File: src/rtl/imem_loader_pkg.sv
// Shared types and constants for the boot-time instruction-memory loader.
package imem_loader_pkg;

    localparam int WORD_W         = 32;
    localparam int BYTES_PER_WORD = 4;

    typedef enum logic [1:0] {
        S_IDLE  = 2'd0,
        S_LOAD  = 2'd1,
        S_WRITE = 2'd2,
        S_RUN   = 2'd3
    } state_e;

endpackage

File: src/rtl/imem_loader.sv
// Boot loader: assembles an MSB-first byte stream into 32-bit words, writes them
// to instruction memory from address 0, and holds the CPU in reset until done.
module imem_loader
    import imem_loader_pkg::*;
#(
    parameter int ADDR_W = 8
) (
    input  logic              clk,
    input  logic              rst,
    input  logic              start,
    input  logic [ADDR_W:0]   len,
    input  logic              byte_valid,
    input  logic [7:0]        byte_data,
    output logic              byte_ready,
    output logic              imem_we,
    output logic [ADDR_W-1:0] imem_addr,
    output logic [WORD_W-1:0] imem_wdata,
    output logic              cpu_rst,
    output logic              busy,
    output logic              done,
    output logic [7:0]        csum
);

    localparam logic [ADDR_W:0] MAX_LEN  = {1'b1, {ADDR_W{1'b0}}};
    localparam logic [1:0]      LAST_BYTE = 2'(BYTES_PER_WORD - 1);

    state_e              state_q,    state_d;
    logic [ADDR_W:0]     len_q,      len_d;
    logic [ADDR_W:0]     word_cnt_q, word_cnt_d;
    logic [1:0]          byte_cnt_q, byte_cnt_d;
    logic [ADDR_W-1:0]   addr_q,     addr_d;
    logic [WORD_W-1:0]   wdata_q,    wdata_d;
    logic [7:0]          csum_q,     csum_d;

    logic [ADDR_W:0]     len_sat;
    logic [ADDR_W:0]     word_cnt_inc;

    assign len_sat      = (len > MAX_LEN) ? MAX_LEN : len;
    assign word_cnt_inc = word_cnt_q + 1'b1;

    always_comb begin
        // NOTE: every _d gets its hold value first so no path through the case infers a latch.
        state_d    = state_q;
        len_d      = len_q;
        word_cnt_d = word_cnt_q;
        byte_cnt_d = byte_cnt_q;
        addr_d     = addr_q;
        wdata_d    = wdata_q;
        csum_d     = csum_q;

        unique case (state_q)
            S_IDLE, S_RUN: begin
                if (start) begin
                    len_d      = len_sat;
                    word_cnt_d = '0;
                    byte_cnt_d = '0;
                    addr_d     = '0;
                    csum_d     = '0;
                    state_d    = (len_sat == '0) ? S_RUN : S_LOAD;
                end
            end
            S_LOAD: begin
                if (byte_valid) begin
                    wdata_d    = {wdata_q[WORD_W-9:0], byte_data};
                    csum_d     = csum_q ^ byte_data;
                    byte_cnt_d = byte_cnt_q + 2'd1;
                    if (byte_cnt_q == LAST_BYTE) begin
                        state_d = S_WRITE;
                    end
                end
            end
            S_WRITE: begin
                // Address wraps to 0 after the last word of a full-capacity load.
                word_cnt_d = word_cnt_inc;
                addr_d     = addr_q + 1'b1;
                state_d    = (word_cnt_inc == len_q) ? S_RUN : S_LOAD;
            end
            default: state_d = S_IDLE;
        endcase
    end

    always_ff @(posedge clk or negedge rst) begin
        if (!rst) begin
            state_q    <= S_IDLE;
            len_q      <= '0;
            word_cnt_q <= '0;
            byte_cnt_q <= '0;
            addr_q     <= '0;
            wdata_q    <= '0;
            csum_q     <= '0;
        end else begin
            // NOTE: non-blocking so every flop samples the pre-edge value of its peers.
            state_q    <= state_d;
            len_q      <= len_d;
            word_cnt_q <= word_cnt_d;
            byte_cnt_q <= byte_cnt_d;
            addr_q     <= addr_d;
            wdata_q    <= wdata_d;
            csum_q     <= csum_d;
        end
    end

    // Control outputs decode the flopped state only, so they never glitch on inputs.
    assign byte_ready = (state_q == S_LOAD);
    assign imem_we    = (state_q == S_WRITE);
    assign busy       = (state_q == S_LOAD) || (state_q == S_WRITE);
    assign cpu_rst    = (state_q == S_RUN);
    assign done       = (state_q == S_RUN);
    assign imem_addr  = addr_q;
    assign imem_wdata = wdata_q;
    assign csum       = csum_q;

endmodule

File: config.mk
export PLATFORM = sky130hd
export DESIGN_NAME = imem_loader
export DESIGN_NICKNAME = d
export VERILOG_FILES = /design/src/rtl/imem_loader_pkg.sv /design/src/rtl/imem_loader.sv
export SDC_FILE = /design/constraint.sdc
export NUM_CORES = 1
export LEC_CHECK = 0
export ABC_AREA = 1
export BUFFER_PORTS_ARGS = -buffer_cell sky130_fd_sc_hd__buf_2
export CORE_ASPECT_RATIO = 1.1
export CORE_UTILIZATION = 40
export DETAILED_ROUTE_END_ITERATION = 10
export GPL_ROUTABILITY_DRIVEN = 0
export PLACE_DENSITY = 0.72
export SYNTH_ARGS = -nofsm -noshare
export SYNTH_HDL_FRONTEND = slang
export SYNTH_SLANG_ARGS = --single-unit
File: constraint.sdc
create_clock -name clk -period 1.8 [get_ports clk]
set_input_delay 0.54 -clock clk [delete_from_list [all_inputs] [get_ports clk]]
set_output_delay 0.54 -clock clk [all_outputs]
set_load 0.005 [all_outputs]
Yosys cells after proc, flatten, opt, wreduce, memory -nomap -nowiden
Cells that the tools add are included.
- divide/modulo/power cells: 0
- add/sub/neg operators: 3
- multiplexer cells: 16
- bitwise gates (word level): 1
- eq/ne operators: 8
- reductions and logical operators: 11
- order comparisons: 1
- shift operators: 0
- $mul: 0
- operator list (cell ; count):
    8-bit one-hot mux with 2 select lines ; 2
    9-bit 2-to-1 mux ; 2
    9-bit one-hot mux with 2 select lines ; 1
    8-bit 2-to-1 mux ; 2
    2-bit 2-to-1 mux ; 7
    9-bit by 1-bit adder with 9-bit output (second input constant) ; 1
    9-bit == test ; 1
    9-bit > comparator (second input constant) ; 1
    9-bit zero test ; 1
    8-bit by 1-bit adder with 8-bit output (second input constant) ; 1
    8-bit bitwise XOR ; 1
    2-bit == test (second input constant) ; 3
    2-bit one-hot mux with 3 select lines ; 1
    2-bit AND reduction ; 3
    3-bit AND reduction ; 2
    2-bit != test (second input constant) ; 2
    2-bit one-hot mux with 2 select lines ; 1
    2-bit nonzero test ; 2
    2-bit by 1-bit adder with 2-bit output (second input constant) ; 1
    2-bit by 1-bit == test with 1-bit output (second input constant) ; 1
    2-bit zero test ; 1
    2-bit by 1-bit != test with 1-bit output (second input constant) ; 1
    2-bit OR reduction ; 1
    1-bit logical OR ; 1
- output and inout port bits: 53
- input port bits: 21
- ROM bits: 0
- bits in writable memories: 0
- bits in latches: 0
- flip-flop bits (word level): 70
- memories: 0

Longest topological paths before layout
Gate-level depths: netlist (run 1).
- depth in word-level cells: 6
- mapped depth: 13
- gate-level depth less buffers: 13

Worst setup path before layout (run 1)
Ideal clock, no wire load.
- path type: reg2reg
- start: reg state_q[0]
- end: reg addr_q[6] (netlist: imem_addr[6])
- setup slack: 0.077 ns
- setup time: 0.132 ns
- data arrival time: 1.592 ns
- stages on the path, launching flop included: 10
- period minus slack after synthesis: 1.723 ns
- cells stage by stage: dfrtp_1 inv_1 ha_1 nand2_2 o21ai_2 and3_1 nand2_2 nor2_4 and3_1 nor3_2
- cells in the longest elaborated chain, start to end: 4
- elaborated cells on any way between the ends: 8
- those cells by class: eq/ne: 3; mux: 1; reduce/logical: 4
- ends and longest elaborated chain (element ; line ; source):
    from (decl) ; imem_loader.sv:27 ; state_e state_q, state_d;
    from (signal assigned) ; imem_loader.sv:93 ; state_q <= state_d;
    2-bit == test or 2-bit zero test (tied branches) ; imem_loader.sv:51 ; unique case (state_q)
    2-bit OR reduction ; imem_loader.sv:51 ;
    2-bit != test (no source line) or 2-bit nonzero test (tied branches) ; n/a ;
    2-bit AND reduction (no source line) ; n/a ;
    to (signal assigned) ; imem_loader.sv:97 ; addr_q <= addr_d;
    to (decl) ; imem_loader.sv:31 ; logic [ADDR_W-1:0] addr_q, addr_d;
Several ways; a longest one is shown, not always the timed one.
A chain may end at the register's enable or synchronous reset.

Final worst setup path (run 1)
- start: reg state_q[1]
- end: out cpu_rst
- cells in the longest elaborated chain, start to end: 1
- ends and longest elaborated chain (element ; line ; source):
    2-bit == test ; imem_loader.sv:107 ; assign cpu_rst = (state_q == S_RUN);
    to (decl) ; imem_loader.sv:18 ; output logic cpu_rst,
No other way between the ends.

==> flow_metrics.env, run 1 <==
export IMPL_status="complete, no violations"
export IMPL_max_cap_viol_count=0
export IMPL_postCtsHoldBufs=0
export IMPL_layout_drive_gt1_share=0.333
export IMPL_fill_cells=754
export IMPL_cts_tree="yes"
export IMPL_yosysMostFrequentCell="dfrtp_1"
export IMPL_syn_area_per_cell_um2=9.51
export IMPL_synth_yosys_warnings=0
export IMPL_rsz0062_at_grt="true"
export IMPL_wl_per_cell_um=13.6
export IMPL_yosys_area_top_type_share=0.538
export IMPL_leakage_nw=2.13
export IMPL_n_antenna_cell=0
export IMPL_syn_area_mm2=0.00325
export IMPL_place_hpwl_um=5470
export IMPL_ys_async_sr_fraction=1.00
export IMPL_drt_iter0_drc=147
export IMPL_die_width_um=88.0
export IMPL_htree_levels=3
export IMPL_clk_path_buf_depth=2
export IMPL_min_period_ps=1780
export IMPL_postRouteAntennaNets=0
export IMPL_synth_area_leaders="dfrtp_1 54%, mux2_2 7.6%, nand2_1 6.6%"
export IMPL_synth_flop_cell="dfrtp_1"
export IMPL_yosys_area_top_type="dfrtp_1"
export IMPL_drt_total_wl_um=7450
export IMPL_hold_path_class="in2async"
export IMPL_drc=0
export IMPL_syn_num_nets=370
export IMPL_fmax_ghz=0.563
export IMPL_drv_slew=0
export IMPL_portBuffers=73
export IMPL_place_ws_ps=-23.7
export IMPL_cts_sinks=70
export IMPL_cts_buffers=9
export IMPL_worst_setup_path_end_kind="output port"
export IMPL_critPathMaxFanout=3
export IMPL_start_util=0.411
export IMPL_critical_path_required_ps=1260
export IMPL_grt_util_all_layers=0.181
export IMPL_root_buffer="clkbuf_8"
export IMPL_relSlewSlack=0.673
export IMPL_synth_yosys_seq_area_share=0.538
export IMPL_core_mm2=0.00791
export IMPL_grt_pass1_vias=2603
export IMPL_ir_worst_vdd_uv=707
export IMPL_ys_seq_elements=70
export IMPL_die_y_um=96.6
export IMPL_worstSetupPathType="reg2out"
export IMPL_cp_arrival_ps=1240
export IMPL_syn_inst=342
export IMPL_total_power_mw=6.94
export IMPL_rows=34
export IMPL_finalCritPeriodShare=0.987
export IMPL_hold_viol=0
export IMPL_die_area_mm2=0.00850
export IMPL_synth_common_cells="70 x dfrtp_1, 57 x nand2_1, 50 x inv_1"
export IMPL_setup_violations=0
export IMPL_start_kind="flip-flop"
export IMPL_grt_max_degree=43
export IMPL_viasPerCell=4.97
export IMPL_worst_slew_pin_slew_ps=487
export IMPL_clkTransAtPathRegs_ps=80
export IMPL_synth_cell_types=32
export IMPL_vias=2721
export IMPL_placed_area_mm2=0.00383
export IMPL_areaGrowthSynthToFinish_pct=27.2
export IMPL_final_area_mm2=0.00414
export IMPL_final_setup_worst_slack_ps=23.2
export IMPL_layout_nets=463
export IMPL_pin_count=74
export IMPL_clock_skew_ps=9.55
export IMPL_power_density_mw_per_mm2=1680
export IMPL_drtPass1Iterations=4
export IMPL_clk_latency_ps=340
export IMPL_antenna_found_initial=0
export IMPL_worst_hold_slack_ps=250
export IMPL_gr_total_overflow=0
export IMPL_grt_pass1_wl_um=11700
export IMPL_synth_edff_count=0
==> logic make-up (layout without fill, tap and decap cells) <==
| kind of cell | after synthesis | count (layout) | share of synthesized area |
|---|---|---|---|
| buffers and inverters | 59 | 156 | 0.0727 |
| AND/OR/NAND/NOR | 126 | 126 | 0.180 |
| XOR/XNOR | 2 | 2 | 0.00962 |
| AO/OA/AOI/OAI | 56 | 56 | 0.0962 |
| flip-flops | 70 | 70 | 0.538 |
| multiplexers | 22 | 22 | 0.0762 |
| adder cells (fa/ha/maj) | 7 | 7 | 0.0269 |
==> where the power goes <==
part | total (mW) | switching, mW | internal, mW
clock network | 1.46 | 0.603 | 0.859
logic | 2.90 | 1.52 | 1.39
registers | 2.58 | 0.412 | 2.16
total | 6.94 | 2.53 | 4.41
==> area by class of cell <==
class	count	area (um^2)	area share
Tap cell	108	135	0.0327
Timing Repair Buffer	89	505	0.122
Sequential cell	70	1750	0.423
Clock inverter	4	77.6	0.0188
Clock buffer	11	151	0.0366
Inverter	52	195	0.0472
Multi-Input combinational cell	213	1320	0.319
==> cells in the final DEF (no fill, tap or decap), types with 3 or more instances in the layout <==
cell type,n
buf_2,73
dfrtp_1,70
nand2_1,57
inv_1,46
mux2_2,22
nand3_1,21
a21oi_1,18
nor2_1,17
o21ai_0,17
buf_4,13
o22ai_1,12
clkbuf_8,11
nor3_1,9
nor3b_1,7
inv_2,5
o21ai_1,4
ha_1,4
nand4_1,3
nor2_2,3
==> state kept, by name (all words and copies together) (netlist names) <==
signal,flops
state_q,2
word_cnt_q,9
byte_cnt_q,2
imem_addr,8
csum,8
imem_wdata,32
len_q,9
==> worst max-delay path, cell delays in order, from the launching register on <==
cell	delay, ps
dfrtp_1	430
buf_4	160
ha_1	180
buf_2	130
==> per-stage QoR <==
stage | std cells | utilization | setup TNS, ps
after floorplan | 342 | - | 0
after global placement | 530 | 0.484 | 0
after detailed placement | 530 | 0.484 | -94.8
after CTS | 546 | 0.517 | 0
after global routing | 547 | 0.523 | -85.6
final | 547 | 0.523 | 0
==> worst paths after layout <==
path	start	to	slack (ps)	cells past startpoint
max	state_q[1]$_DFFE_PN0P_	cpu_rst	20	3
max reg2reg	state_q[1]$_DFFE_PN0P_	imem_addr[6]$_DFFE_PN0P_	80	9
min in group clk	len[7]	len_q[7]$_DFFE_PN0P_	450	3
max in group asynchronous	rst	imem_wdata[22]$_DFFE_PN0P_	1230	2
min reg2reg	csum[2]$_DFFE_PN0P_	csum[2]$_DFFE_PN0P_	470	1
min	rst	csum[6]$_DFFE_PN0P_	250	2
==> routing by layer <==
metal  routed length (um)  GRT usage  up-vias  share of wire
met5                    0          0        -              0
met4                  160     0.0697        0          0.021
met3                  231     0.0416       11          0.031
met2                 3860      0.319       56           0.52
met1                 3200      0.214     1335           0.43
li1                     -          -     1319              -
==> timing repair <==
| action | in CTS | in global routing |
|---|---|---|
| pin swaps | 0 | 2 |
| setup buffers | 1 | 1 |
| resized for setup | 3 | 13 |
| setup endpoints to repair | 8 | 13 |
Note: power is estimated with default switching activity, not from simulation.
==> inputs of run 2 (changes only) <==
Settings changed: CORE_ASPECT_RATIO 1.1 to 0.5.
==> run 2 against run 1 <==
Clock skew decreased by 4.9 ps. Routed wire length is 9.8% lower. Die area grew 0.25%. Combinational power shrank 2%. Sequential power about the same. Critical endpoint unchanged. Largest cell class unchanged.
==> flow_metrics.env, run 2 (same netlist as run 1, synthesis figures left out) <==
export IMPL_crit_start="state_q[1]$_DFFE_PN0P_"
export IMPL_vias=2606
export IMPL_power_density_mw_per_mm2=1680
export IMPL_postRouteAntennaNets=0
export IMPL_cp_arrival_ps=1210
export IMPL_clk_path_buf_depth=2
export IMPL_areaGrowthSynthToFinish_pct=29.6
export IMPL_core_mm2=0.00760
export IMPL_relSlewSlack=0.706
export IMPL_r2r_start="state_q[1]$_DFFE_PN0P_"
export IMPL_drt_total_wl_um=6720
export IMPL_grt_max_degree=71
export IMPL_grt_util_met2=0.279
export IMPL_rows=22
export IMPL_fill_cells=707
export IMPL_cts_buffers=9
export IMPL_hold_viol=0
export IMPL_clk_latency_ps=330
export IMPL_worstSetupPathType="reg2out"
export IMPL_layout_drive_gt1_share=0.330
export IMPL_portBuffers=73
export IMPL_drt_iter0_drc=88
export IMPL_worst_hold_slack_ps=222
export IMPL_cts_tree="yes"
export IMPL_worst_setup_path_end_kind="output port"
export IMPL_drc=0
export IMPL_max_cap_viol_count=0
export IMPL_met1_usage=0.222
export IMPL_pin_count=74
export IMPL_finalCritPeriodShare=0.974
export IMPL_root_buffer="clkbuf_16"
export IMPL_grt_pass1_wl_um=11100
export IMPL_leakage_nw=2.17
export IMPL_drtPass1Iterations=4
export IMPL_final_area_mm2=0.00422
export IMPL_place_hpwl_um=4760
export IMPL_gr_total_overflow=0
export IMPL_drv_slew=0
export IMPL_grt_pass1_vias=2396
export IMPL_final_common_cell="buf_2"
export IMPL_final_cell_mix="73 x buf_2, 70 x dfrtp_1, 57 x nand2_1"
export IMPL_fmax_ghz=0.571
export IMPL_min_period_ps=1750
export IMPL_busiest_layer="met2"
export IMPL_die_y_um=65.8
export IMPL_critPathMaxFanout=4
export IMPL_placed_area_mm2=0.00383
export IMPL_cts_sinks=70
export IMPL_layout_nets=463
export IMPL_clkTransAtPathRegs_ps=60
export IMPL_worst_slew_pin_slew_ps=437
export IMPL_start_util=0.428
export IMPL_n_antenna_cell=0
export IMPL_status="complete, no violations"
export IMPL_grt_util_all_layers=0.173
export IMPL_critical_path_required_ps=1260
export IMPL_wl_per_cell_um=12.3
export IMPL_die_width_um=130
export IMPL_ir_worst_vdd_uv=681
export IMPL_largest_register_ffs=32
export IMPL_setup_violations=0
export IMPL_viasPerCell=4.76
export IMPL_die_area_mm2=0.00852
export IMPL_grtUsageMet3=0.0615
export IMPL_clock_skew_ps=4.68
export IMPL_htree_levels=3
export IMPL_start_kind="flip-flop"
export IMPL_hold_path_class="in2async"
export IMPL_antenna_found_initial=0
## run 2: cell types whose count changed in the layout (fill, tap and decap cells not counted), moves of 2 or more
cell	previous run	this run
inv_2	5	3
clkbuf_8	11	0
clkinv_4	0	2
inv_6	2	0
clkinv_2	0	3
clkbuf_16	0	9
inv_1	46	48
## run 2: worst max-delay path: stages (launching register included)
cell and delay, ps:
dfrtp_1 430, buf_4 150, ha_1 180, buf_2 130
## run 2: power by group
part	internal, mW	switching (mW)	total, mW	leakage (nW)
clock	1.07	0.648	1.72	0.146
combinational	1.38	1.45	2.83	1.12
sequential	2.17	0.386	2.56	0.899
total	4.62	2.49	7.10	2.17
## run 2: repair_timing
action / in CTS / in global routing
hold buffers: 0 / 0
resized for setup: 1 / 13
setup endpoints to repair: 4 / 17
pin swaps: 0 / 3
setup buffers: 0 / 3
## run 2: cell type report
type	count	area [um^2]	area share
Clock buffer	10	229	0.0543
Clock inverter	6	62.6	0.0148
Inverter	52	195	0.0463
Multi-Input combinational cell	213	1330	0.314
Sequential cell	70	1750	0.415
Tap cell	108	135	0.0320
Timing Repair Buffer	89	518	0.123
## run 2: final timing paths
kind                            depth (start not counted)                          to  slack, ps
worst max-delay path                                    3                     cpu_rst         50
worst min-delay path                                    2  imem_wdata[26]$_DFFE_PN0P_        220
worst max register to register                          9    imem_addr[6]$_DFFE_PN0P_         90
worst min register to register                          1         csum[2]$_DFFE_PN0P_        470
max in group asynchronous                               2         csum[5]$_DFFE_PN0P_       1280
min in group clk                                        3        len_q[7]$_DFFE_PN0P_        440
## run 2: per-stage QoR
stage | setup slack [ps] | cells | setup TNS [ps] | util | power, mW
after CTS | 20.6 | 545 | 0 | 0.543 | 6.94
after detailed placement | -0.390 | 529 | -0.390 | 0.505 | 5.20
after global routing | -16.1 | 548 | -21.0 | 0.555 | 7.64
final | 47.3 | 548 | 0 | 0.555 | 7.10
after floorplan | 76.5 | 342 | 0 | - | 4.12
after global placement | 54.5 | 529 | 0 | 0.505 | 5.12
## run 2: routing by layer
layer  routed length, um  vias to the layer above  part of all wire
li1                    -                     1328                 -
met4                  48                        0            0.0071
met3                 324                        6             0.048
met1                3280                     1210              0.49
met5                   0                        -                 0
met2                3070                       62              0.46
